`src/rtl/dcsk_pkg.sv`:
```
// Shared types and defaults for the DCSK transmit/receive blocks.
package dcsk_pkg;

    localparam int MSG_W_DEF = 32;
    localparam int SF_W_DEF  = 5;

    typedef enum logic [1:0] {
        IDLE,
        REF,
        DATA,
        DONE
    } rx_state_e;

    // Correlation step for one data chip: +1 when it matches its reference chip, -1 otherwise.
    function automatic int chip_sign(input logic chip, input logic ref_chip);
        return (chip ~^ ref_chip) ? 1 : -1;
    endfunction

endpackage

```
`src/rtl/dcsk_rx_demod_sipo.sv`:
```
// Serial-in/parallel-out message assembler, MSB-first; counterpart of the tx piso buffer.
module dcsk_rx_demod_sipo #(
    parameter int MSG_W = 32
) (
    input  logic             clk,
    input  logic             rst,
    input  logic             clear,
    input  logic             shift_en,
    input  logic             bit_in,
    output logic [MSG_W-1:0] next_word
);

    logic [MSG_W-1:0] word;

    // Word as it will look once the current bit is shifted in, so the top can capture it on the same edge.
    assign next_word = (word << 1) | MSG_W'(bit_in);

    always_ff @(posedge clk) begin
        if (rst) begin
            word <= '0;
        end else if (clear) begin
            word <= '0;
        end else if (shift_en) begin
            word <= next_word;
        end
    end

endmodule

```
`src/rtl/dcsk_rx_demod.sv`:
```
// DCSK receiver: correlates each data half against its reference half and assembles the decided bits.
// Optional correlator debug outputs (o_corr, o_corr_valid) are enabled by defining DCSK_RX_CORR_OUT_EN.
module dcsk_rx_demod
    import dcsk_pkg::*;
#(
    parameter int MSG_W = MSG_W_DEF,
    parameter int SF_W  = SF_W_DEF,
    parameter int ACC_W = SF_W + 1
) (
    input  logic                    i_clk,
    input  logic                    i_rst,
    input  logic                    i_start,
    input  logic                    i_chip,
    input  logic                    i_chip_en,
    input  logic [SF_W-1:0]         i_sf,
    output logic                    o_busy,
    output logic [MSG_W-1:0]        o_msg,
    output logic                    o_msg_valid
`ifdef DCSK_RX_CORR_OUT_EN
    ,
    output logic signed [ACC_W-1:0] o_corr,
    output logic                    o_corr_valid
`endif
);

    localparam int BIT_W = $clog2(MSG_W);
    localparam int REF_N = 1 << SF_W;

    rx_state_e state, state_next;

    logic [SF_W-1:0]         sf_q;
    logic [SF_W-1:0]         sf_start;
    logic [SF_W-1:0]         chip_ctr;
    logic [BIT_W-1:0]        bit_ctr;
    logic [REF_N-1:0]        ref_buf;
    logic signed [ACC_W-1:0] acc;
    logic signed [ACC_W-1:0] acc_sum;
    logic                    accept;
    logic                    decide;
    logic                    last_chip;
    logic                    last_bit;
    logic                    bit_val;
    logic [MSG_W-1:0]        msg_next;

    assign sf_start  = (i_sf == '0) ? SF_W'(1) : i_sf;
    assign last_chip = (chip_ctr == sf_q - SF_W'(1));
    assign last_bit  = (bit_ctr == BIT_W'(MSG_W - 1));
    assign acc_sum   = acc + ACC_W'(chip_sign(i_chip, ref_buf[chip_ctr]));
    // A zero sum (tie) decides 1.
    assign bit_val   = ~acc_sum[ACC_W-1];
    assign o_busy    = (state != IDLE);

    always_ff @(posedge i_clk) begin
        if (i_rst) begin
            state <= IDLE;
        end else begin
            state <= state_next;
        end
    end

    always_comb begin
        state_next = state;
        accept     = 1'b0;
        decide     = 1'b0;
        case (state)
            IDLE: begin
                if (i_start && i_chip_en) begin
                    accept     = 1'b1;
                    state_next = (sf_start == SF_W'(1)) ? DATA : REF;
                end
            end
            REF: begin
                if (i_chip_en && last_chip) begin
                    state_next = DATA;
                end
            end
            DATA: begin
                if (i_chip_en && last_chip) begin
                    decide     = 1'b1;
                    state_next = last_bit ? DONE : REF;
                end
            end
            DONE: begin
                state_next = IDLE;
            end
            default: begin
                state_next = IDLE;
            end
        endcase
    end

    // Reference capture, correlation and bit counting; o_msg is loaded on the final decision edge.
    always_ff @(posedge i_clk) begin
        if (i_rst) begin
            sf_q        <= '0;
            chip_ctr    <= '0;
            bit_ctr     <= '0;
            ref_buf     <= '0;
            acc         <= '0;
            o_msg       <= '0;
            o_msg_valid <= 1'b0;
        end else begin
            o_msg_valid <= 1'b0;
            case (state)
                IDLE: begin
                    if (accept) begin
                        sf_q       <= sf_start;
                        ref_buf[0] <= i_chip;
                        chip_ctr   <= (sf_start == SF_W'(1)) ? SF_W'(0) : SF_W'(1);
                        bit_ctr    <= '0;
                        acc        <= '0;
                    end
                end
                REF: begin
                    if (i_chip_en) begin
                        ref_buf[chip_ctr] <= i_chip;
                        if (last_chip) begin
                            chip_ctr <= '0;
                            acc      <= '0;
                        end else begin
                            chip_ctr <= chip_ctr + SF_W'(1);
                        end
                    end
                end
                DATA: begin
                    if (decide) begin
                        chip_ctr <= '0;
                        acc      <= '0;
                        if (last_bit) begin
                            o_msg       <= msg_next;
                            o_msg_valid <= 1'b1;
                        end else begin
                            bit_ctr <= bit_ctr + BIT_W'(1);
                        end
                    end else if (i_chip_en) begin
                        acc      <= acc_sum;
                        chip_ctr <= chip_ctr + SF_W'(1);
                    end
                end
                default: begin
                end
            endcase
        end
    end

    dcsk_rx_demod_sipo #(
        .MSG_W(MSG_W)
    ) u_sipo (
        .clk      (i_clk),
        .rst      (i_rst),
        .clear    (accept),
        .shift_en (decide),
        .bit_in   (bit_val),
        .next_word(msg_next)
    );

`ifdef DCSK_RX_CORR_OUT_EN
    always_ff @(posedge i_clk) begin
        if (i_rst) begin
            o_corr       <= '0;
            o_corr_valid <= 1'b0;
        end else begin
            o_corr_valid <= decide;
            if (decide) begin
                o_corr <= acc_sum;
            end
        end
    end
`endif

endmodule

```
`config.mk`:
```
export PLATFORM = sky130hd
export DESIGN_NAME = dcsk_rx_demod
export DESIGN_NICKNAME = d
export VERILOG_FILES = /design/src/rtl/dcsk_pkg.sv /design/src/rtl/dcsk_rx_demod_sipo.sv /design/src/rtl/dcsk_rx_demod.sv
export SDC_FILE = /design/constraint.sdc
export NUM_CORES = 1
export LEC_CHECK = 0
export ABC_AREA = 0
export CORE_ASPECT_RATIO = 0.75
export CORE_MARGIN = 4
export CORE_UTILIZATION = 58
export DETAILED_ROUTE_END_ITERATION = 16
export PLACE_DENSITY = 0.79
export SLEW_MARGIN = 20
export SYNTH_ARGS = -nofsm -noshare
export SYNTH_HDL_FRONTEND = slang
export SYNTH_SLANG_ARGS = --single-unit
```
`constraint.sdc`:
```
create_clock -name i_clk -period 4.64 [get_ports i_clk]
set_clock_uncertainty 0.1 [all_clocks]
set_input_delay 0.464 -clock i_clk [delete_from_list [all_inputs] [get_ports i_clk]]
set_output_delay 0.464 -clock i_clk [all_outputs]
set_load 0.01 [all_outputs]
```
==> impl_metrics.prom, run 1 <==
# TYPE chip_impl_metric gauge
chip_impl_metric{name="timing.final.setup_violations",unit=""} 0
chip_impl_metric{name="initial_drt_pass_iterations",unit=""} 5
chip_impl_metric{name="power.ir.vdd_worst",unit="V"} 0.000245
chip_impl_metric{name="post_synth.cell_area_avg",unit="µm²"} 7.84
chip_impl_metric{name="syn_nets",unit=""} 743
chip_impl_metric{name="ys_types",unit=""} 60
chip_impl_metric{name="maximum_number_of_pins_on_one_net_before_global_route_repair",unit=""} 57
chip_impl_metric{name="synth-xor-area-share",unit="%"} 1.09
chip_impl_metric{name="period_minus_slack",unit="ns"} 4.03
chip_impl_metric{name="insertion_delay",unit="ns"} 0.41
chip_impl_metric{name="grt_first_pass_wirelength",unit="mm"} 22.8
chip_impl_metric{name="critPathRequiredTime",unit="ns"} 4.89
chip_impl_metric{name="drv_slew",unit=""} 0
chip_impl_metric{name="initial_utilization",unit="%"} 60.8
chip_impl_metric{name="insertedDiodeCount",unit=""} 0
chip_impl_metric{name="synth_adder_area_share",unit="%"} 3.11
chip_impl_metric{name="max_cap_violations",unit=""} 0
chip_impl_info{name="setup_repair_after_global_routing_missed_its_margin",value="false"} 1
chip_impl_metric{name="timing.slew.headroom",unit="%"} 31.5
chip_impl_metric{name="grt_pass1_vias",unit=""} 4790
chip_impl_metric{name="met3_wirelength",unit="mm"} 1.09
chip_impl_metric{name="floorplan.rows",unit=""} 30
chip_impl_metric{name="synth_mux_area_share",unit="%"} 3.91
chip_impl_metric{name="wl_met1",unit="mm"} 6.22
chip_impl_info{name="tritoncts_clock_tree",value="yes"} 1
chip_impl_metric{name="drt_drc_violations_left",unit=""} 0
chip_impl_metric{name="postRouteWirelength",unit="mm"} 13.9
chip_impl_info{name="setup.worst_path.end_class",value="flop"} 1
chip_impl_metric{name="regArea",unit="µm²"} 2380
chip_impl_metric{name="synth_sequential_area_ratio",unit="%"} 42.3
chip_impl_metric{name="cts_max_path_buffers",unit=""} 2
chip_impl_metric{name="placeableCoreArea",unit="µm²"} 9270
chip_impl_metric{name="met2_wl",unit="mm"} 6.34
chip_impl_metric{name="post_synth_edffs",unit=""} 0
chip_impl_metric{name="yosysWarningCount",unit=""} 0
chip_impl_metric{name="dpl.hpwl",unit="mm"} 9.21
chip_impl_metric{name="fillers",unit=""} 711
chip_impl_metric{name="die_h",unit="µm"} 93.4
chip_impl_metric{name="cts.sink_count",unit=""} 119
chip_impl_metric{name="asyncSetResetFlopFracSynth",unit="%"} 0
chip_impl_info{name="status",value="complete, no violations"} 1
chip_impl_metric{name="synth_simple_gate_area_share",unit="%"} 25.6
chip_impl_metric{name="syn_to_final_growth",unit="%"} 17.2
chip_impl_metric{name="synth-seq-cells",unit=""} 119
chip_impl_metric{name="report.final.hold_viol_count",unit=""} 0
chip_impl_metric{name="top_level_ports",unit=""} 44
chip_impl_metric{name="synth_cells",unit=""} 719
chip_impl_metric{name="h-tree-depth",unit=""} 4
chip_impl_metric{name="fmax",unit="MHz"} 248
chip_impl_metric{name="setup-tns-final",unit="ns"} 0
chip_impl_metric{name="worst_pin_slew",unit="ns"} 1.03
chip_impl_metric{name="place_inst",unit=""} 846
chip_impl_metric{name="wl_per_cell",unit="µm"} 15.8
chip_impl_metric{name="area_taken_by_multi_input_logic_gates",unit="µm²"} 2950
chip_impl_info{name="startpoint_type",value="flop"} 1
chip_impl_metric{name="clk_transition_reported_paths",unit="ns"} 0.06
chip_impl_info{name="hold_class",value="reg2reg"} 1
chip_impl_metric{name="global_route.overflow_total",unit=""} 0
chip_impl_metric{name="synth-compound-area-share",unit="%"} 18.6
chip_impl_metric{name="vias_per_cell",unit=""} 5.90
chip_impl_info{name="clock_tree.root_cell",value="clkbuf_16"} 1
chip_impl_metric{name="initial_antenna_violation_count",unit=""} 0
chip_impl_info{name="synth_ff_type",value="dfxtp_1"} 1
chip_impl_metric{name="num_cts_buffers",unit=""} 17
chip_impl_metric{name="detailedRoute.firstIterationViolations",unit=""} 401
chip_impl_metric{name="power.density",unit="nW/µm²"} 391
chip_impl_metric{name="io_buffer_count",unit=""} 43
chip_impl_metric{name="finalNetCount",unit=""} 761
chip_impl_info{name="synth_largest_area_cell",value="dfxtp_1"} 1
chip_impl_metric{name="synth.cell_area",unit="µm²"} 5640
chip_impl_metric{name="crit_path_max_fanout",unit=""} 21
chip_impl_metric{name="synth_top_area_share",unit="%"} 42.3
chip_impl_metric{name="num_vias",unit=""} 5183
chip_impl_info{name="largest_family_of_logic_cells_by_synthesized_area",value="simple AND/OR/NAND/NOR gates"} 1
chip_impl_info{name="top_layer_used",value="met4"} 1
chip_impl_metric{name="cts-hold-fix-buffers",unit=""} 0
chip_impl_metric{name="gp_routability_congestion",unit=""} 0.926
chip_impl_metric{name="timing.critical_path.arrival",unit="ns"} 4.28
chip_impl_metric{name="die_width",unit="µm"} 122
chip_impl_metric{name="post_route_cells_drive_above_1_share",unit="%"} 8.27
chip_impl_metric{name="fp.dieArea",unit="µm²"} 11400
chip_impl_metric{name="cts.repair_timing.setup_buffer_count",unit=""} 0
chip_impl_metric{name="power.static_leakage",unit="µW"} 0.00220
chip_impl_metric{name="finalCritPeriodShare",unit="%"} 86.8
chip_impl_metric{name="instances_no_fill",unit=""} 878
chip_impl_metric{name="overall_fraction_of_global_route_tracks_in_use",unit="%"} 25.0
chip_impl_metric{name="ant_nets",unit=""} 0
chip_impl_info{name="timing_worst_setup_path_type",value="reg2reg"} 1
chip_impl_metric{name="post_cts_resize_count",unit=""} 0
chip_impl_info{name="synth.area.top_cells",value="dfxtp_1 (42%), nand2_1 (13%), a21oi_1 (9.2%)"} 1
[metrics by stage]
step / hold slack, ns / total power (µW) / area, µm² / util (%) / setup WS [ns]
detailed placement: 0.346 / 1350 / 6030 / 65.1 / 0.729
global placement: 0.342 / 1340 / 6030 / 65.1 / 0.949
floorplan: 0.332 / 1290 / 5640 / - / 1.33
finish: 0.353 / 2590 / 6610 / 71.3 / 0.611
global route: 0.370 / 2680 / 6610 / 71.3 / 0.391
CTS: 0.354 / 2590 / 6610 / 71.3 / 0.702
[power breakdown]
| part | leakage [µW] | internal [µW] | switching (µW) |
|---|---|---|---|
| combinational | 0.000961 | 92.2 | 182 |
| sequential | 0.000959 | 1030 | 20.9 |
| clock | 0.000277 | 769 | 488 |
| total | 0.00220 | 1900 | 691 |
[path summary, 6_finish.rpt]
check             cells past startpoint   startpoint  slack [ns]        end
setup / recovery                     12  chip_ctr[2]        0.61     acc[5]
hold / removal                        2    o_msg[29]        0.35  o_msg[29]
setup reg to reg                     12  chip_ctr[2]        0.61     acc[5]
hold reg to reg                       2    o_msg[29]        0.35  o_msg[29]
[worst max-delay path: stages, from the launching register on]
cell and delay, ns:
dfxtp_1 0.73, nor3b_2 0.60, a22oi_2 0.16, o21a_1 0.18, a21boi_2 0.29, or2_1 0.41
inv_6 0.08, ha_1 0.21, nor2_1 0.25, o31a_2 0.23, a221oi_4 0.09, or4_1 0.53
nand4_1 0.10
[Yosys cell counts (all sizes together), types with 2 or more instances]
library cell  count
o21a              2
nor2             32
a22oi             7
a21oi           104
and3b             2
nand3b            4
or4               3
o31a              2
or2               4
nand2           197
o31ai             4
nand4             3
ha               14
nand3            36
mux4              4
inv              17
a211oi            3
and3              8
o211ai            5
o21bai            3
nor3             13
o21ai            19
nor2b             3
a32oi             3
a311oi            2
mux2i            13
buf              14
xnor2             2
xor2              5
nor4              7
dfxtp           119
nor3b             2
a31oi             2
nand2b            4
a21o              3
o221a             4
clkbuf           37
or3               3
[area by class of cell]
cell class	instances	share of cell area, %
clock buffers	19	6.85
clock inverters	13	1.82
inverters	17	1.04
multi-input cells	532	44.6
flip-flops and latches	119	36.1
well taps	128	2.42
repair buffers	50	7.23
[routing by layer]
layer | vias to the layer above | track usage (%)
li1 | 2514 | -
met1 | 2443 | 33.8
met2 | 202 | 38.3
met3 | 24 | 7.13
met4 | 0 | 8.40
met5 | - | 0
[placed cells by master, fill, tap and decap left out, types with 4 or more instances in the layout]
| master | instances |
|---|---|
| a21oi_1 | 104 |
| clkdlybuf4s50_1 | 42 |
| o21ai_0 | 18 |
| buf_4 | 7 |
| mux2i_1 | 13 |
| o31ai_1 | 4 |
| inv_6 | 5 |
| a22oi_1 | 6 |
| dfxtp_1 | 119 |
| nand2_1 | 197 |
| nand3_1 | 36 |
| xor2_1 | 5 |
| nor2_1 | 32 |
| nand2b_1 | 4 |
| nor3_1 | 12 |
| clkbuf_16 | 17 |
| ha_1 | 14 |
| and3_1 | 6 |
| mux4_2 | 4 |
| inv_1 | 16 |
| o211ai_1 | 5 |
| nor4_1 | 7 |
| nand3b_1 | 4 |
[flip-flops by register name, summed over array words and instances, names as in the netlist]
name	count
u_sipo.word	31
o_msg	32
o_msg_valid	1
acc	6
chip_ctr	5
state	2
sf_q	5
ref_buf	32
bit_ctr	5
[logic make-up (layout without fill, tap and decap cells)]
| logic type | Yosys count | after routing |
|---|---|---|
| AND/OR/NAND/NOR | 325 | 325 |
| multiplexers | 17 | 17 |
| XOR/XNOR | 7 | 7 |
| AO/OA/AOI/OAI | 169 | 169 |
| adder cells (fa/ha/maj) | 14 | 14 |
| buffers and inverters | 68 | 99 |
| flip-flops | 119 | 119 |
No activity file was read; power rests on OpenSTA's default activity.
==> run 2, diff against run 1 <==
--- a/config.mk
+++ b/config.mk
@@ -6,6 +6,7 @@
 export NUM_CORES = 1
 export LEC_CHECK = 0
 export ABC_AREA = 0
+export ABC_CLOCK_PERIOD_IN_PS = 4640
 export CORE_ASPECT_RATIO = 0.75
 export CORE_MARGIN = 4
 export CORE_UTILIZATION = 58
==> constraint.sdc (replaced) <==
create_clock -name i_clk -period 4.64 [get_ports i_clk]
set_clock_uncertainty 0.1 [all_clocks]
set_input_delay 0.464 -clock i_clk [delete_from_list [all_inputs] [get_ports i_clk]]
set_output_delay 0.464 -clock i_clk [all_outputs]
set_load 0.05 [all_outputs]
==> results of run 2 <==
The final DEF is identical to that of run 1. Status: complete, no violations.
Among the figures that moved: total power 2590 µW -> 2600 µW
==> run 3, diff against run 2 <==
--- a/config.mk
+++ b/config.mk
@@ -6,12 +6,12 @@
 export NUM_CORES = 1
 export LEC_CHECK = 0
 export ABC_AREA = 0
-export ABC_CLOCK_PERIOD_IN_PS = 4640
+export ABC_CLOCK_PERIOD_IN_PS = 3400
 export CORE_ASPECT_RATIO = 0.75
 export CORE_MARGIN = 4
-export CORE_UTILIZATION = 58
+export CORE_UTILIZATION = 53
 export DETAILED_ROUTE_END_ITERATION = 16
-export PLACE_DENSITY = 0.79
+export PLACE_DENSITY = 0.76
 export SLEW_MARGIN = 20
 export SYNTH_ARGS = -nofsm -noshare
 export SYNTH_HDL_FRONTEND = slang
==> constraint.sdc (replaced) <==
create_clock -name i_clk -period 3.4 [get_ports i_clk]
set_clock_uncertainty 0.1 [all_clocks]
set_input_delay 0.34 -clock i_clk [delete_from_list [all_inputs] [get_ports i_clk]]
set_output_delay 0.34 -clock i_clk [all_outputs]
set_load 0.05 [all_outputs]
==> impl_metrics.prom, run 3 (synthesized netlist as in run 1, its figures left out) <==
# TYPE chip_impl_metric gauge
chip_impl_metric{name="num_vias",unit=""} 5178
chip_impl_metric{name="postRouteWirelength",unit="mm"} 13.5
chip_impl_metric{name="h-tree-depth",unit=""} 4
chip_impl_metric{name="period_minus_slack",unit="ns"} 3.19
chip_impl_info{name="hold_class",value="reg2reg"} 1
chip_impl_metric{name="fillers",unit=""} 864
chip_impl_info{name="top_flop_regs",value="o_msg: 32 flops, ref_buf: 32 flops, u_sipo.word: 31 flops"} 1
chip_impl_info{name="timing.critical_path.max_delay_family",value="compound AO/OA/AOI/OAI gates"} 1
chip_impl_metric{name="grt_pass1_vias",unit=""} 4875
chip_impl_metric{name="gp_routability_congestion",unit=""} 0.920
chip_impl_metric{name="max_cap_violations",unit=""} 0
chip_impl_metric{name="power.static_leakage",unit="µW"} 0.00226
chip_impl_metric{name="insertedDiodeCount",unit=""} 0
chip_impl_info{name="startpoint_type",value="flop"} 1
chip_impl_metric{name="setup-tns-final",unit="ns"} 0
chip_impl_metric{name="worst_pin_slew",unit="ns"} 1.02
chip_impl_metric{name="initial_drt_pass_iterations",unit=""} 5
chip_impl_metric{name="ant_nets",unit=""} 0
chip_impl_metric{name="cts_max_path_buffers",unit=""} 2
chip_impl_metric{name="io_buffer_count",unit=""} 43
chip_impl_info{name="worst_path_max_delay_cell",value="mux4_2"} 1
chip_impl_info{name="hold_start",value="o_msg[25]"} 1
chip_impl_metric{name="placeableCoreArea",unit="µm²"} 10300
chip_impl_metric{name="timing.critical_path.buf_inv",unit=""} 2
chip_impl_metric{name="timing.critical_path.arrival",unit="ns"} 3.38
chip_impl_info{name="r2r_start",value="chip_ctr[0]"} 1
chip_impl_metric{name="die_h",unit="µm"} 97.3
chip_impl_metric{name="report.final.hold_viol_count",unit=""} 0
chip_impl_metric{name="wl_per_cell",unit="µm"} 15.1
chip_impl_metric{name="power.density",unit="nW/µm²"} 531
chip_impl_metric{name="detailedRoute.firstIterationViolations",unit=""} 442
chip_impl_metric{name="critPathRequiredTime",unit="ns"} 3.59
chip_impl_metric{name="crit_path_max_fanout",unit=""} 8
chip_impl_metric{name="floorplan.rows",unit=""} 32
chip_impl_info{name="timing.critical_path.from",value="chip_ctr[0]"} 1
chip_impl_metric{name="grt_first_pass_wirelength",unit="mm"} 22.8
chip_impl_metric{name="cts.sink_count",unit=""} 119
chip_impl_metric{name="worst_slack_on_hold_paths",unit="ns"} 0.353
chip_impl_metric{name="timing.slew.headroom",unit="%"} 32.2
chip_impl_info{name="status",value="complete, no violations"} 1
chip_impl_metric{name="vias_per_cell",unit=""} 5.77
chip_impl_metric{name="fp.dieArea",unit="µm²"} 12400
chip_impl_info{name="clock_tree.root_cell",value="clkbuf_16"} 1
chip_impl_info{name="layout.cells.most_common_list",value="nand2_1 (197), dfxtp_1 (116), a21oi_1 (104), clkdlybuf4s50_1 (42), nand3_1 (36)"} 1
chip_impl_metric{name="initial_utilization",unit="%"} 54.6
chip_impl_metric{name="finalCritPeriodShare",unit="%"} 93.7
chip_impl_metric{name="num_cts_buffers",unit=""} 17
chip_impl_metric{name="final_util",unit="%"} 65.1
chip_impl_metric{name="drv_slew",unit=""} 0
chip_impl_metric{name="drt_drc_violations_left",unit=""} 0
chip_impl_metric{name="syn_to_final_growth",unit="%"} 19.3
chip_impl_metric{name="initial_antenna_violation_count",unit=""} 0
chip_impl_info{name="mostFrequentLayoutCell",value="nand2_1"} 1
chip_impl_metric{name="top_level_ports",unit=""} 44
chip_impl_metric{name="power.ir.vdd_worst",unit="V"} 0.000408
chip_impl_metric{name="clk_transition_reported_paths",unit="ns"} 0.06
chip_impl_metric{name="global_route.overflow_total",unit=""} 0
chip_impl_metric{name="maximum_number_of_pins_on_one_net_before_global_route_repair",unit=""} 56
chip_impl_metric{name="insertion_delay",unit="ns"} 0.41
chip_impl_info{name="crit_path_cell_trace",value="mux4_2, a22oi_2, o21a_1, a21boi_2, or2_1, inv_6, ha_1, nor2_1, buf_4, a221oi_4, mux2i_1, nand4_1"} 1
chip_impl_metric{name="dpl.hpwl",unit="mm"} 9.17
chip_impl_metric{name="finalNetCount",unit=""} 772
chip_impl_metric{name="post_route_cells_drive_above_1_share",unit="%"} 10.4
chip_impl_info{name="tritoncts_clock_tree",value="yes"} 1
chip_impl_metric{name="slowest_delay",unit="ns"} 0.53
chip_impl_metric{name="fmax",unit="MHz"} 314
chip_impl_metric{name="timing.final.setup_violations",unit=""} 0
chip_impl_metric{name="die_width",unit="µm"} 127
chip_impl_info{name="timing_worst_setup_path_type",value="reg2reg"} 1
chip_impl_info{name="setup.worst_path.end_class",value="flop"} 1
chip_impl_metric{name="overall_fraction_of_global_route_tracks_in_use",unit="%"} 22.3
chip_impl_metric{name="cts-hold-fix-buffers",unit=""} 0
==> run 3: worst reg2reg max path, stage by stage (launching register included) <==
cell and delay [ns]:
dfxtp_2 0.40, mux4_2 0.53, a22oi_2 0.25, o21a_1 0.21
a21boi_2 0.07, or2_1 0.29, inv_6 0.10, ha_1 0.18
nor2_1 0.07, buf_4 0.13, a221oi_4 0.40, mux2i_1 0.25
nand4_1 0.10
==> run 3: layer usage <==
layer	up-vias	wire, µm	part of all wire [%]	track usage [%]
li1	2527	-	-	-
met5	-	0	0	0
met1	2431	6280	46	30.5
met3	30	853	6.3	5.38
met2	190	6140	45	33.8
met4	0	239	1.8	8.66
==> run 3: what timing repair did <==
item,in CTS,in global routing
setup endpoints to repair,0,5
gates resized for setup,0,6
setup buffers,0,1
==> run 3: power by group <==
group	switching [µW]	leakage [µW]	total [µW]	internal, µW
sequential	22.0	0.000960	1430	1410
clock	750	0.000280	1730	977
combinational	273	0.00102	409	137
total	1040	0.00226	3570	2530
==> run 3: final timing paths <==
check             depth (start not counted)  slack, ns        end
setup reg to reg                         12       0.21     acc[5]
setup / recovery                         12       0.21     acc[5]
hold reg to reg                           2       0.35  o_msg[25]
hold / removal                            2       0.35  o_msg[25]
==> run 3: area by class of cell <==
cell class              count  area, µm²  area share [%]
clock buffers              17        425            6.32
clock inverters            15        156            2.33
inverters                  17       68.8            1.02
multi-input cells         532       2960            44.0
flip-flops and latches    119       2390            35.5
well taps                 136        170            2.53
repair buffers             61        561            8.33
==> run 3: through the flow <==
stage	area, µm²	cells	setup WS [ns]	power, µW
detailed placement	6120	864	0.100	1860
finish	6730	897	0.213	3570
CTS	6700	896	0.108	3590
global route	6730	897	-0.00245	3700
floorplan	5640	719	0.0893	1770
global placement	6120	864	0.258	1850
==> patch: new RTL, settings of run 2 <==
The option `DCSK_RX_CORR_OUT_EN` is turned on by a define.
--- a/src/rtl/dcsk_rx_demod.sv
+++ b/src/rtl/dcsk_rx_demod.sv
@@ -1,5 +1,7 @@
 // DCSK receiver: correlates each data half against its reference half and assembles the decided bits.
 // Optional correlator debug outputs (o_corr, o_corr_valid) are enabled by defining DCSK_RX_CORR_OUT_EN.
+`define DCSK_RX_CORR_OUT_EN
+
 module dcsk_rx_demod
     import dcsk_pkg::*;
 #(
Behaviour (old outputs only; new: o_corr and o_corr_valid): unchanged (Yosys induction, for registers that start in step).
==> patch against run 2 <==
- sequential share of layout area up 1.5 points
- routed wire length fell by 3.5%
- sequential cell count up 7
- area after synthesis hardly changed
- design area is 1.7% higher
- power rose by 8.8%
- worst setup slack better by 0.34 ns
- global-route usage is 0.29 points lower
- die area about the same
- maximum frequency is 9.2% higher
==> patch: results (changes against run 2) <==
GLOBAL ROUTE
----------------------------------------------------------------------------------
Pin count of the biggest net entering global routing                            60   +5.3%
Grt met3 use                                                                 7.56%   +0.42 points
First-pass GRT wire length                                                22300 µm   -2.0%
Total routing usage reported by global routing                               24.7%   -0.29 points
Met2 track utilization from global routing                                   38.9%   +0.55 points
Antenna violations before repair                                                 0   unchanged
Global routing met1 resource utilization                                     31.9%   -2.0 points
Via count of the first global-routing pass                                    4757   -0.69%

PLACE
----------------------------------------------------------------------------------
Number of buffers added on ports                                                50   +16%
Sum of net half-perimeters after detailed placement                        8560 µm   -7.0%
RePlAce Congestion                                                           0.895   -3.3%

CLOCK NETWORK
----------------------------------------------------------------------------------
CTS Buf Count                                                                   17   unchanged
Count of instances resized after the clock tree is built                         0   unchanged

FINAL LAYOUT
----------------------------------------------------------------------------------
Final-stage net count                                                          760   -0.13%
Share of final-layout standard cells stronger than drive strength 1          7.20%   -1.1 points

LOGIC SYNTHESIS
----------------------------------------------------------------------------------
Top area cells in the synthesized netlist                             dfxtp_1 45%, nand2_1 12%, a21oi_1 9.0%, mux2i_1 4.1%, nor2_1 3.5%
Post-synth top area share                                                    44.7%   +2.4 points
Count of different cell masters after synthesis                                 51   -15%
Net count after synthesis                                                      736   -0.94%
Sequential element share of the synthesized area                             44.7%   +2.4 points
Commonest cells in the synthesized netlist                            173 x nand2_1, 126 x dfxtp_1, 101 x a21oi_1

ROUTE
----------------------------------------------------------------------------------
Detailed Route Iter0 Violations                                                500   +25%
Detailed-route via count                                                      5068   -2.2%
Number of iterations in the first detailed-routing pass                          5   unchanged
Mean routed wirelength per cell                                            15.2 µm   -3.5%

WORST SETUP PATH
----------------------------------------------------------------------------------
Arrival time at the worst endpoint                                         3.89 ns   -0.39 ns
Maximum fanout along the worst path                                             14   -33%

POWER AND IR DROP
----------------------------------------------------------------------------------
Leakage component of the power                                             2.26 nW   +2.8%
IR Drop Worst-Case VDD                                                    0.254 mV   +3.5%

OUTCOME
----------------------------------------------------------------------------------
Result of the run                                                     complete, no violations

STA
----------------------------------------------------------------------------------
Slew of the pin with the lowest slew margin                               0.903 ns   -0.124 ns

## patch: final cells by class
| cell class | instances | area, µm² |
|---|---|---|
| multi-input cells | 524 | 2870 |
| fillers | 713 | 2550 |
| flip-flops and latches | 126 | 2520 |
| repair buffers | 57 | 548 |
| clock buffers | 21 | 460 |
| well taps | 128 | 160 |
| clock inverters | 10 | 115 |
| inverters | 12 | 45.0 |
## patch: worst max-delay path: stages (launching register included)
cell and delay, ns:
dfxtp_1 0.75, mux4_2 0.57, and2_1 0.18, a2111oi_2 0.33, nand4_2 0.21, xor2_4 0.31
xor2_1 0.11, ha_1 0.24, and3_1 0.19, mux2i_1 0.26, nor4_1 0.08, a211o_1 0.25
## patch: power by group
group          leakage (nW)  internal (W)  switching [W]  total (W)
Combinational         0.968      0.000146       0.000253   0.000399
Clock                 0.275      0.000813       0.000477    0.00129
Sequential             1.02       0.00110      0.0000370    0.00114
Total                  2.26       0.00206       0.000767    0.00283
## patch: cells by family after synthesis
| logic type | count (synthesis) | share of synthesized area [%] |
|---|---|---|
| buffers and inverters | 64 | 4.61 |
| DFF | 126 | 44.7 |
| xor gates and xnor gates | 9 | 1.73 |
| muxes | 28 | 5.88 |
| adders and majority gates | 12 | 2.66 |
| AOI/OAI and AO/OA | 161 | 15.7 |
| and+or+nand+nor | 314 | 24.7 |
## patch: routing by layer
layer / wire [µm] / part of all wire (%) / up-vias
met5: 0 / 0 / -
met4: 197 / 1.5 / 0
met3: 964 / 7.2 / 22
met2: 6150 / 46 / 178
met1: 6060 / 45 / 2384
li1: - / - / 2484
## patch: worst paths after layout
check             slack, ns                      to                startpoint  cells past startpoint
hold / removal         0.35  o_msg[24]$_SDFFE_PP0P_    o_msg[24]$_SDFFE_PP0P_                      2
setup / recovery       0.95  o_corr[4]$_SDFFE_PP0P_  chip_ctr[0]$_SDFFE_PP0P_                     11
hold reg to reg        0.35  o_msg[24]$_SDFFE_PP0P_    o_msg[24]$_SDFFE_PP0P_                      2
setup reg to reg       0.95  o_corr[4]$_SDFFE_PP0P_  chip_ctr[0]$_SDFFE_PP0P_                     11
## patch: per-stage QoR
step                      power (W)  setup slack [ns]  area, µm²  std cells  util [%]
final                       0.00283             0.950       6720        878      72.5
after global routing        0.00293             0.719       6720        878      72.5
after CTS                   0.00282             0.948       6710        878      72.4
after detailed placement    0.00154             0.968       6140        847      66.2
after global placement      0.00153              1.10       6140        847      66.2
after floorplan             0.00146              1.58       5640        714         -
